<file path="config.mk">
export PLATFORM = sky130hd
export DESIGN_NAME = systolic_skew_feeder
export DESIGN_NICKNAME = d
export VERILOG_FILES = /design/src/rtl/systolic_skew_feeder.sv
export SDC_FILE = /design/constraint.sdc
export NUM_CORES = 1
export LEC_CHECK = 0
export CORE_MARGIN = 3
export CORE_UTILIZATION = 40
export DETAILED_ROUTE_END_ITERATION = 6
export GPL_ROUTABILITY_DRIVEN = 0
export PLACE_DENSITY = 0.74
export SLEW_MARGIN = 10
export SYNTH_ARGS = -nofsm -noshare
export SYNTH_HDL_FRONTEND = slang
export SYNTH_SLANG_ARGS = --single-unit
</file>
<file path="constraint.sdc">
create_clock -name i_clock -period 13.73 [get_ports i_clock]
set_input_delay 2.0595 -clock i_clock [delete_from_list [all_inputs] [get_ports i_clock]]
set_output_delay 2.0595 -clock i_clock [all_outputs]
set_load 0.1 [all_outputs]
</file>
<file path="src/rtl/systolic_skew_feeder.sv">
// Input sequencer for the systolic array: skews A columns / B rows into diagonal wavefronts,
// flushes zeros until the grid drains, and generates PE clear/enable/done strobes.
module systolic_skew_feeder #(
  parameter int unsigned SIZE   = 4,
  parameter int unsigned I_BITS = 8,
  parameter int unsigned PE_LAT = 1
) (
  input  logic                     i_clock,
  input  logic                     i_reset,
  input  logic [$clog2(SIZE):0]    i_dim,
  input  logic                     i_valid,
  output logic                     o_ready,
  input  logic [SIZE*I_BITS-1:0]   i_a_full,
  input  logic [SIZE*I_BITS-1:0]   i_b_full,
  output logic [SIZE*I_BITS-1:0]   o_a_skew,
  output logic [SIZE*I_BITS-1:0]   o_b_skew,
  output logic                     o_pe_enable,
  output logic                     o_pe_clear,
  output logic                     o_busy,
  output logic                     o_done
);

  localparam int unsigned DW = $clog2(SIZE) + 1;
  localparam int unsigned FW = $clog2(2 * SIZE + PE_LAT) + 1;
  localparam int unsigned W  = SIZE * I_BITS;

  typedef enum logic [1:0] {StIdle, StLoad, StFlush, StDone} state_e;

  state_e          state_q;
  logic [DW-1:0]   n_q;
  logic [DW-1:0]   beat_q;
  logic [FW-1:0]   flush_q;
  logic            enable_q;
  logic            clear_q;
  logic            busy_q;
  logic            done_q;

  logic [DW-1:0]   dim_eff;
  logic [DW-1:0]   n_cur;
  logic [FW-1:0]   flush_last;
  logic            accept;
  logic            beat0;
  logic            shift;
  logic [W-1:0]    a_in;
  logic [W-1:0]    b_in;

  assign o_ready = ((state_q == StIdle) || (state_q == StLoad)) && !i_reset;
  assign accept  = i_valid && o_ready;
  assign beat0   = accept && (state_q == StIdle);
  assign shift   = accept || (state_q == StFlush);

  always_comb begin
    dim_eff = i_dim;
    if ((i_dim == '0) || (i_dim > DW'(SIZE))) begin
      dim_eff = DW'(SIZE);
    end
  end

  // The dimension applies to beat 0 itself, before it has been latched.
  assign n_cur = (state_q == StIdle) ? dim_eff : n_q;

  // Index of the last flush cycle: F - 1 = 2N - 3 + PE_LAT.
  assign flush_last = FW'({n_q, 1'b0}) + FW'(PE_LAT) - FW'(3);

  // Chain inputs: accepted operand lanes below N, zeros otherwise (flush or masked lane).
  always_comb begin
    a_in = '0;
    b_in = '0;
    for (int r = 0; r < int'(SIZE); r++) begin
      if (accept && (DW'(r) < n_cur)) begin
        a_in[r*I_BITS +: I_BITS] = i_a_full[r*I_BITS +: I_BITS];
        b_in[r*I_BITS +: I_BITS] = i_b_full[r*I_BITS +: I_BITS];
      end
    end
  end

  always_ff @(posedge i_clock) begin
    if (i_reset) begin
      state_q  <= StIdle;
      n_q      <= '0;
      beat_q   <= '0;
      flush_q  <= '0;
      enable_q <= 1'b0;
      clear_q  <= 1'b0;
      busy_q   <= 1'b0;
      done_q   <= 1'b0;
    end else begin
      enable_q <= shift;
      clear_q  <= beat0;
      done_q   <= 1'b0;
      unique case (state_q)
        StIdle: begin
          if (accept) begin
            n_q     <= dim_eff;
            beat_q  <= DW'(1);
            flush_q <= '0;
            busy_q  <= 1'b1;
            state_q <= (dim_eff == DW'(1)) ? StFlush : StLoad;
          end
        end
        StLoad: begin
          if (accept) begin
            if (beat_q == n_q - DW'(1)) begin
              state_q <= StFlush;
            end else if (beat_q != '1) begin
              beat_q <= beat_q + DW'(1);
            end
          end
        end
        StFlush: begin
          if (flush_q == flush_last) begin
            state_q <= StDone;
            done_q  <= 1'b1;
          end else if (flush_q != '1) begin
            flush_q <= flush_q + FW'(1);
          end
        end
        StDone: begin
          state_q <= StIdle;
          busy_q  <= 1'b0;
        end
        default: state_q <= StIdle;
      endcase
    end
  end

  assign o_pe_enable = enable_q;
  assign o_pe_clear  = clear_q;
  assign o_busy      = busy_q;
  assign o_done      = done_q;

  // Lane r is an (r+1)-deep shift chain; its last stage drives the output lane.
  for (genvar r = 0; r < int'(SIZE); r++) begin : g_lane
    logic [I_BITS-1:0] a_st [0:r];
    logic [I_BITS-1:0] b_st [0:r];

    always_ff @(posedge i_clock) begin
      if (i_reset) begin
        for (int j = 0; j <= r; j++) begin
          a_st[j] <= '0;
          b_st[j] <= '0;
        end
      end else if (shift) begin
        a_st[0] <= a_in[r*I_BITS +: I_BITS];
        b_st[0] <= b_in[r*I_BITS +: I_BITS];
        for (int j = 1; j <= r; j++) begin
          a_st[j] <= a_st[j-1];
          b_st[j] <= b_st[j-1];
        end
      end
    end

    assign o_a_skew[r*I_BITS +: I_BITS] = a_st[r];
    assign o_b_skew[r*I_BITS +: I_BITS] = b_st[r];
  end

endmodule
</file>
==> impl_metrics.yaml <==
power:
  power.density_nw_per_um2: 176.8
  ir_drop_mv: 0.09696
  leakage_nw: 3.405
yosys:
  ys_seq_area_frac: 0.7048
  yosys.area.top_type_share: 0.6582
  synth.distinct_cells: 47
  synthArstFlopShare: 0
  synth.area.top_cells: "edfxtp_1 (66%), and2_1 (9.9%), dfxtp_1 (4.7%)"
  synth_nets: 587
  synthFlopType: "edfxtp_1"
  syn_inst: 506
  synth.most_common_cell: "edfxtp_1"
  syn-cell-area_um2: 7300
  synth.ff_latch_count: 177
  synth_edf_count: 160
  synth_common_cells: "edfxtp_1 (160), and2_1 (116), nor2b_1 (51)"
  syn_area_per_cell_um2: 14.43
  netlist.top_cell.by_area: "edfxtp_1"
  yosysWarningCount: 0
clock_network:
  cts.clk_slew.worst_paths_ps: 70
  h-tree-depth: 4
  clockRootBuffer: "clkbuf_16"
  clkLatencyLatePin_ps: 420
  cts_buffer_depth: 2
  numCtsBuffers: 17
  postCtsSetupBuffers: 0
  cts.sinks: 177
  cts_resized: 0
  cts_tree: "built"
  cts_hold_buf: 0
sta:
  fmax_mhz: 158.1
  worstMarginPinSlew_ps: 1030
  fin_crit_sh: 0.4606
  setup_tns_ps: 0
  holdWs_ps: 502.2
  report.final.slew_viol_count: 0
  finalCriticalPeriod_ps: 6324
  clock_skew_ps: 9.301
  maxSlewHeadroom: 0.3114
  hold_viol: 0
  setup_viol: 0
  rsz0062_at_grt: "false"
final_layout:
  syn_to_final_growth_pct: 26.74
  finalInstanceArea_um2: 9251
  antenna-diode-count: 0
  fill_cells: 1453
  drive_gt1_frac: 0.07619
  fin_nets: 698
critical_path:
  cp.arrival_ps: 4260
  critPathMaxFanout: 23
  critPathCaptureType: "output pin"
  required_ps: 11670
  startpoint_type: "input port"
  path_class: "in -> out"
die:
  io_pins: 139
  coreArea_um2: 17600
  rows: 48
  die_width_um: 141.1
  start_util: 0.4148
  die_h_um: 141.1
  die-area_um2: 19910
drt:
  via_per_inst: 4.608
  drt_iter0_drc: 169
  wl_um: 12120
  drt-pass1-iter-count: 4
  num_vias: 3940
  ant_nets: 0
  drc_errors: 0
  routedWlPerCell_um: 14.18
global_route:
  grt_pass1_vias: 3846
  grt_max_degree: 98
  grt_usage: 0.1260
  grt_pass1_wl_um: 19550
  antenna_found_initial: 0
  grt_overflow: 0
hold_path:
  hold_path_class: "reg -> reg"
placement:
  portBuffers: 138
  postPlaceCellArea_um2: 8692
  dp_hpwl_um: 8270
flow_run:
  drv_cap: 0
status:
  run_status: "finished, final reports clean"
## final timing paths
path	start	to	slack (ps)	cells past startpoint
worst max-delay path	i_reset	o_ready	7410	3
worst min-delay path	o_busy$_SDFFE_PP0P_	o_busy$_SDFFE_PP0P_	500	2
worst min register to register	o_busy$_SDFFE_PP0P_	o_busy$_SDFFE_PP0P_	500	2
worst max register to register	state_q[1]$_SDFFE_PP0P_	g_lane[2].b_st[0][2]$_SDFFCE_PN0P_	10210	7
## cells by family after synthesis
family                     Yosys count  share of synthesized area
and+or+nand+nor                    216                     0.1802
adders and majority gates           11                    0.01885
buffers and inverters               61                    0.04834
AOI/OAI and AO/OA                   33                    0.03582
muxes                                2                   0.002743
DFF                                177                     0.7048
xor gates and xnor gates             6                   0.009255
## routing by layer
layer | routed length [um] | share of wire | GRT usage | up-vias
li1 | - | - | - | 1949
met1 | 5071 | 0.42 | 0.1537 | 1872
met4 | 259 | 0.021 | 0.05456 | 0
met3 | 662 | 0.055 | 0.03697 | 22
met2 | 6127 | 0.51 | 0.2087 | 97
met5 | 0 | 0 | 0 | -
## worst max-delay path: stages
cell and delay (ps):
clkdlybuf4s50_1 810, nor2_1 240, clkdlybuf4s50_1 1160
## registers in the layout, summed over array words and instances, names as in the netlist
register / flops
beat_q: 3
flush_q: 5
g_lane.a_st: 80
g_lane.b_st: 80
n_q: 3
o_busy: 1
o_done: 1
o_pe_clear: 1
o_pe_enable: 1
state_q: 2
## metrics by stage
stage | setup slack, ps | instances | utilization | total power [mW]
2_1_floorplan | 7286 | 506 | - | 1.109
5_1_grt | 7289 | 855 | 0.5257 | 1.705
6_report | 7406 | 855 | 0.5257 | 1.635
3_5_place_dp | 7437 | 823 | 0.4940 | 1.199
3_3_place_gp | 7439 | 823 | 0.4940 | 1.188
4_1_cts | 7423 | 855 | 0.5257 | 1.652
## placed cells by master (no fill, tap or decap), types with 2 or more instances in the layout
master           instances
edfxtp_1               160
clkdlybuf4s50_1        138
and2_1                 116
nor2b_1                 51
dfxtp_1                 17
clkbuf_16               17
nor2_1                  14
ha_1                    11
inv_1                   10
a21oi_1                  9
nand2b_1                 7
nand2_1                  7
o21ai_0                  5
buf_4                    5
xnor2_1                  4
clkinv_4                 4
nand3_1                  3
nor3_1                   3
clkinvlp_4               3
nand2_2                  2
nand3b_1                 2
a211oi_2                 2
mux2i_1                  2
a211oi_1                 2
a211o_1                  2
a21o_1                   2
o32ai_1                  2
clkinv_2                 2
clkinv_1                 2
inv_6                    2
## layout make-up
type,count,area [um2],share of cell area
Clock inverter,15,133.9,0.01447
Timing Repair Buffer,143,1419,0.1534
Tap cell,225,281.5,0.03043
Clock buffer,17,425.4,0.04598
Sequential cell,177,5145,0.5561
Inverter,10,37.54,0.004057
Multi-Input combinational cell,268,1809,0.1956
## where the power goes
| group | internal (mW) | total (mW) | switching (mW) |
|---|---|---|---|
| sequential | 0.692 | 0.713 | 0.0210 |
| combinational | 0.114 | 0.470 | 0.356 |
| clock | 0.251 | 0.452 | 0.201 |
| total | 1.06 | 1.64 | 0.578 |
Power figures use the tool's default switching activity.
==> patch 1 (same flow settings) <==
Set the parameter `PE_LAT` to 2 (it was 1). Comments in the files are not updated.
--- a/src/rtl/systolic_skew_feeder.sv
+++ b/src/rtl/systolic_skew_feeder.sv
@@ -3,7 +3,7 @@
 module systolic_skew_feeder #(
   parameter int unsigned SIZE   = 4,
   parameter int unsigned I_BITS = 8,
-  parameter int unsigned PE_LAT = 1
+  parameter int unsigned PE_LAT = 2
 ) (
   input  logic                     i_clock,
   input  logic                     i_reset,
Function: changed (a bounded check fails within 4 cycles, from zero or initial values and one cycle with i_reset high).
==> patch 1 against the unedited design <==
Die area increased by 0.45%; routed wire length increased by 10%; worst setup slack improved by 0.031 ns; total power increased by 4.5%; sequential cell count unchanged; cell area increased by 0.85%; synthesized area increased by 0.46%; synthesized cell count increased by 1.2%; non-clock buffer count decreased by 2; critical path type unchanged.
==> patch 1: results (changes against the unedited design) <==
| Metric | Value |
|---|---|
| Status | `finished, final reports clean` |
| Seq/Total Area, Yosys | `70.2% (-0.32 points)` |
| Synth top area cells | `edfxtp_1 (66%), and2_1 (9.6%), dfxtp_1 (4.6%)` |
| Most common library cells after synthesis | `edfxtp_1 (160), and2_1 (112), nor2b_1 (50)` |
| H-tree Lvls | `4 (unchanged)` |
| Least-Margin Pin Slew | `1.16 ns (+0.127 ns)` |
| Post-route insts no fill | `859 (+0.47%)` |
| Critical Path Fanout Max | `21 (-8.7%)` |
| Starting DRT DRC Count | `173 (+2.4%)` |
| VDD IR-drop max | `0.000109 V (+13%)` |
| Vias | `4116 (+4.5%)` |
| Worst Skew | `0.0105 ns (+0.00117 ns)` |
| Synth Area in Adders | `1.88% (-0.0087 points)` |
| Pint | `0.00110 W (+4.3%)` |
| Complex-gate fraction of the synthesized area | `4.40% (+0.82 points)` |
| Post-DP HPWL | `8780 um (+6.1%)` |
| Worst-path clk slew | `0.06 ns` |
| Placed cell areas | `8720 um2 (+0.30%)` |
| Leakage power | `3.45 nW (+1.2%)` |
| Post-synthesis net count | `593 (+1.0%)` |
| Worst EP arrival | `4.23 ns (-0.03 ns)` |
| Async set-reset flop share out of synthesis | `0% (unchanged)` |
| Vias in the first global route | `4205 (+9.3%)` |
| Post-CTS setup buffers | `0 (unchanged)` |
| Initial antenna violation count | `1 (+1)` |
| Dpl cells | `827 (+0.49%)` |
| Yosys cell types | `50 (+6.4%)` |
| Synth Area in XOR/XNOR | `1.01% (+0.081 points)` |
| Final nets | `702 (+0.57%)` |
| Tot GR Track Use | `13.6% (+1.0 points)` |
| Layout cell share with drive strength beyond 1 | `7.57% (-0.048 points)` |
| Synth Area per Inst | `14.3 um2 (-0.71%)` |
| Drt total wl | `13300 um (+10%)` |
| First-pass GRT wire length | `21200 um (+8.5%)` |
| Multiplexer area fraction after synthesis | `0.136% (-0.14 points)` |
-- patch 1: cell type report --
cell class / count / area, um2
clock buffer: 17 / 425
clock inverter: 15 / 186
fill: 1427 / 8270
inverter: 10 / 37.5
multi-input combinational: 274 / 1850
sequential: 177 / 5140
tap: 225 / 282
timing repair buffer: 141 / 1400
-- patch 1: routing by layer --
| metal | global-route usage, % | vias to the layer above | part of all wire, % |
|---|---|---|---|
| met3 | 4.18 | 25 | 5.3 |
| met4 | 5.66 | 2 | 2.4 |
| met2 | 23.7 | 132 | 51 |
| li1 | - | 1984 | - |
| met5 | 0 | - | 0.098 |
| met1 | 15.7 | 1973 | 41 |
-- patch 1: logic make-up (layout without fill, tap and decap cells) --
kind of cell,count (synthesis),count (layout)
simple gates,215,215
flops,177,177
buf+inv,61,183
compound gates,41,41
fa+ha+maj,11,11
xor+xnor,6,6
mux,1,1
-- patch 1: power by group through the flow --
stage	clock (W)	sequential, W	combinational, W
after global routing	0.000529	0.000729	0.000520
after CTS	0.000504	0.000722	0.000500
after detailed placement	0	0.000733	0.000498
final	0.000492	0.000721	0.000497
after global placement	0	0.000729	0.000489
after floorplan	0	0.000869	0.000264
-- patch 1: worst paths after layout --
kind / cells after the start / from / slack [ns] / to
max reg2reg: 7 / state_q[0] / 10.12 / g_lane[3].b_st[2][2]
min: 2 / beat_q[1] / 0.49 / beat_q[1]
max: 3 / i_reset / 7.44 / o_ready
min reg2reg: 2 / beat_q[1] / 0.49 / beat_q[1]
-- patch 1: worst max-delay path: stages --
cell and delay, ns:
clkdlybuf4s50_1 0.78, nor2_1 0.24, clkdlybuf4s50_1 1.15
==> patch 2 (config.mk and constraints unchanged) <==
Without the edit above. The 4 states of `state_e` get a one-hot encoding in 4 bits.
--- a/src/rtl/systolic_skew_feeder.sv
+++ b/src/rtl/systolic_skew_feeder.sv
@@ -24,7 +24,7 @@
   localparam int unsigned FW = $clog2(2 * SIZE + PE_LAT) + 1;
   localparam int unsigned W  = SIZE * I_BITS;
 
-  typedef enum logic [1:0] {StIdle, StLoad, StFlush, StDone} state_e;
+  typedef enum logic [3:0] {StIdle = 4'b0001, StLoad = 4'b0010, StFlush = 4'b0100, StDone = 4'b1000} state_e;
 
   state_e          state_q;
   logic [DW-1:0]   n_q;
Behaviour: no difference found for any inputs over 4 cycles, from zero or initial values and one cycle with i_reset high; so few cycles prove little.
==> patch 2 against the unedited design <==
Register-to-register slack gained 0.50 ns; sequential cell count grew 2; worst setup slack lost 0.053 ns; routed wire length grew 0.15%; clock power grew 3%; synthesized area shrank 0.17%; cell area grew 0.20%; largest power group unchanged; total power grew 16%.
==> patch 2: results (changes against the unedited design) <==
| Metric | Value |
|---|---|
| Largest net degree at the start of global routing | `98 (unchanged)` |
| Fillers | `1437 (-1.1%)` |
| VDD IR-drop max | `0.000141 V (+46%)` |
| Status | `finished, final reports clean` |
| Layout cell share with drive strength beyond 1 | `8.58% (+0.96 points)` |
| Post-CTS setup buffers | `0 (unchanged)` |
| Post-synthesis net count | `569 (-3.1%)` |
| Synth top area cells | `edfxtp_1 (66%), and2_1 (14%), dfxtp_1 (5.2%)` |
| Drt total wl | `12100 um (+0.15%)` |
| Final nets | `681 (-2.4%)` |
| Port Buffers | `138 (unchanged)` |
| Yosys cell types | `52 (+11%)` |
| Total CTS buffers | `17 (unchanged)` |
| ANT cells | `0 (unchanged)` |
| Top flop regs | `g_lane.a_st x80, g_lane.b_st x80, flush_q x5` |
| H-tree Lvls | `4 (unchanged)` |
| Core Area | `17500 um2 (-0.34%)` |
| Worst Skew | `0.0103 ns (+0.00102 ns)` |
| Max incr delay on CP | `1.16 ns (about the same)` |
| Starting Density | `41.6% (+0.071 points)` |
| Most common library cells after synthesis | `and2_1 (160), edfxtp_1 (160), buf_4 (32)` |
| Syn. warnings | `0 (unchanged)` |
| Vias in the first global route | `3839 (-0.18%)` |
| Clk Latency, worst-skew pair | `0.41 ns` |
| Seq/Total Area, Yosys | `71.2% (+0.67 points)` |
| Placed cell areas | `8660 um2 (-0.35%)` |
| Vias per cell | `4.67 (+1.3%)` |
| Starting DRT DRC Count | `220 (+30%)` |
| Root Driver | `clkbuf_16` |
| Post-Place Worst Slack | `7.39 ns (-0.0429 ns)` |
| Worst-path clk slew | `0.06 ns` |
| Clock Path Buffers | `2 (unchanged)` |
| Tot GR Track Use | `12.5% (-0.096 points)` |
| Leakage power | `3.42 nW (+0.38%)` |
| Initial antenna violation count | `0 (unchanged)` |
| Worst EP arrival | `4.32 ns (+0.06 ns)` |
| First-pass GRT wire length | `19400 um (-0.84%)` |
| Resize count post-CTS | `0 (unchanged)` |
| Least-Margin Pin Slew | `1.01 ns (-0.0155 ns)` |
| Cts hold-fix bufs | `0 (unchanged)` |
| Hold crit path type | `reg -> reg` |
| Critical Path Fanout Max | `19 (-17%)` |
| Critical-path top delay cell | `clkdlybuf4s50_1` |
| EDFF count, synth | `160 (unchanged)` |
| Post-DP HPWL | `8280 um (about the same)` |
| Async set-reset flop share out of synthesis | `0% (unchanged)` |
| Final slew viol count | `0 (unchanged)` |
| Drt first pass iters | `4 (unchanged)` |
==> patch 2: changes by cell type in the layout (fill, tap and decap cells not counted), moves of 5 or more <==
| cell | before | now |
|---|---|---|
| nand2_1 | 7 | 16 |
| nand2b_1 | 7 | 0 |
| nor2b_1 | 51 | 1 |
| ha_1 | 11 | 6 |
| and2_1 | 116 | 160 |
| o21ai_0 | 5 | 0 |
==> patch 2: per-layer routing <==
metal	up-vias	global-route usage [%]	routed length (um)
li1	1923	-	-
met2	133	21.0	6230
met3	22	4.14	792
met4	0	4.79	275
met1	1859	15.0	4840
met5	-	0	0
==> patch 2: cells by family (layout without fill, tap and decap cells) <==
family                   after synthesis  in the layout  share of synthesized area [%]
adder cells (fa/ha/maj)                6              6                           1.03
buffers and inverters                 56            181                           4.89
XOR/XNOR                               7              7                           1.29
multiplexers                           2              2                          0.275
AND/OR/NAND/NOR                      217            217                           18.3
AO/OA/AOI/OAI                         26             26                           3.02
flip-flops                           179            179                           71.2
==> patch 2: layout make-up <==
cell class | instances | share of cell area [%]
sequential | 179 | 55.9
multi-input combinational | 258 | 19.0
timing repair buffer | 142 | 15.4
clock buffer | 21 | 4.86
tap | 225 | 3.04
clock inverter | 11 | 1.40
inverter | 7 | 0.283
==> patch 2: per-stage QoR <==
stage / cells / hold WS (ns) / util (%)
after floorplan: 493 / 0.475 / -
after global placement: 810 / 0.496 / 49.4
after detailed placement: 810 / 0.501 / 49.4
after CTS: 842 / 0.517 / 52.7
after global routing: 843 / 0.522 / 52.9
final: 843 / 0.514 / 52.9
==> patch 2: path summary, 6_finish.rpt <==
path | from | endpoint | slack (ns) | cells after the start
worst min-delay path | g_lane[2].b_st[0][5] | g_lane[2].b_st[0][13] | 0.51 | 1
worst max register to register | state_q[1] | g_lane[3].b_st[2][4] | 10.71 | 6
worst min register to register | g_lane[2].b_st[0][5] | g_lane[2].b_st[0][13] | 0.51 | 1
worst max-delay path | i_reset | o_ready | 7.35 | 3
==> patch 2: worst max-delay path, delay by kind of cell <==
family | cells | cell delay [ns]
buffers and inverters | 2 | 1.98
AND/OR/NAND/NOR | 1 | 0.27
==> patch 2: report_power, final <==
part / internal [W] / switching, W
clock network: 0.000274 / 0.000192
logic: 0.000158 / 0.000488
registers: 0.000744 / 0.0000352
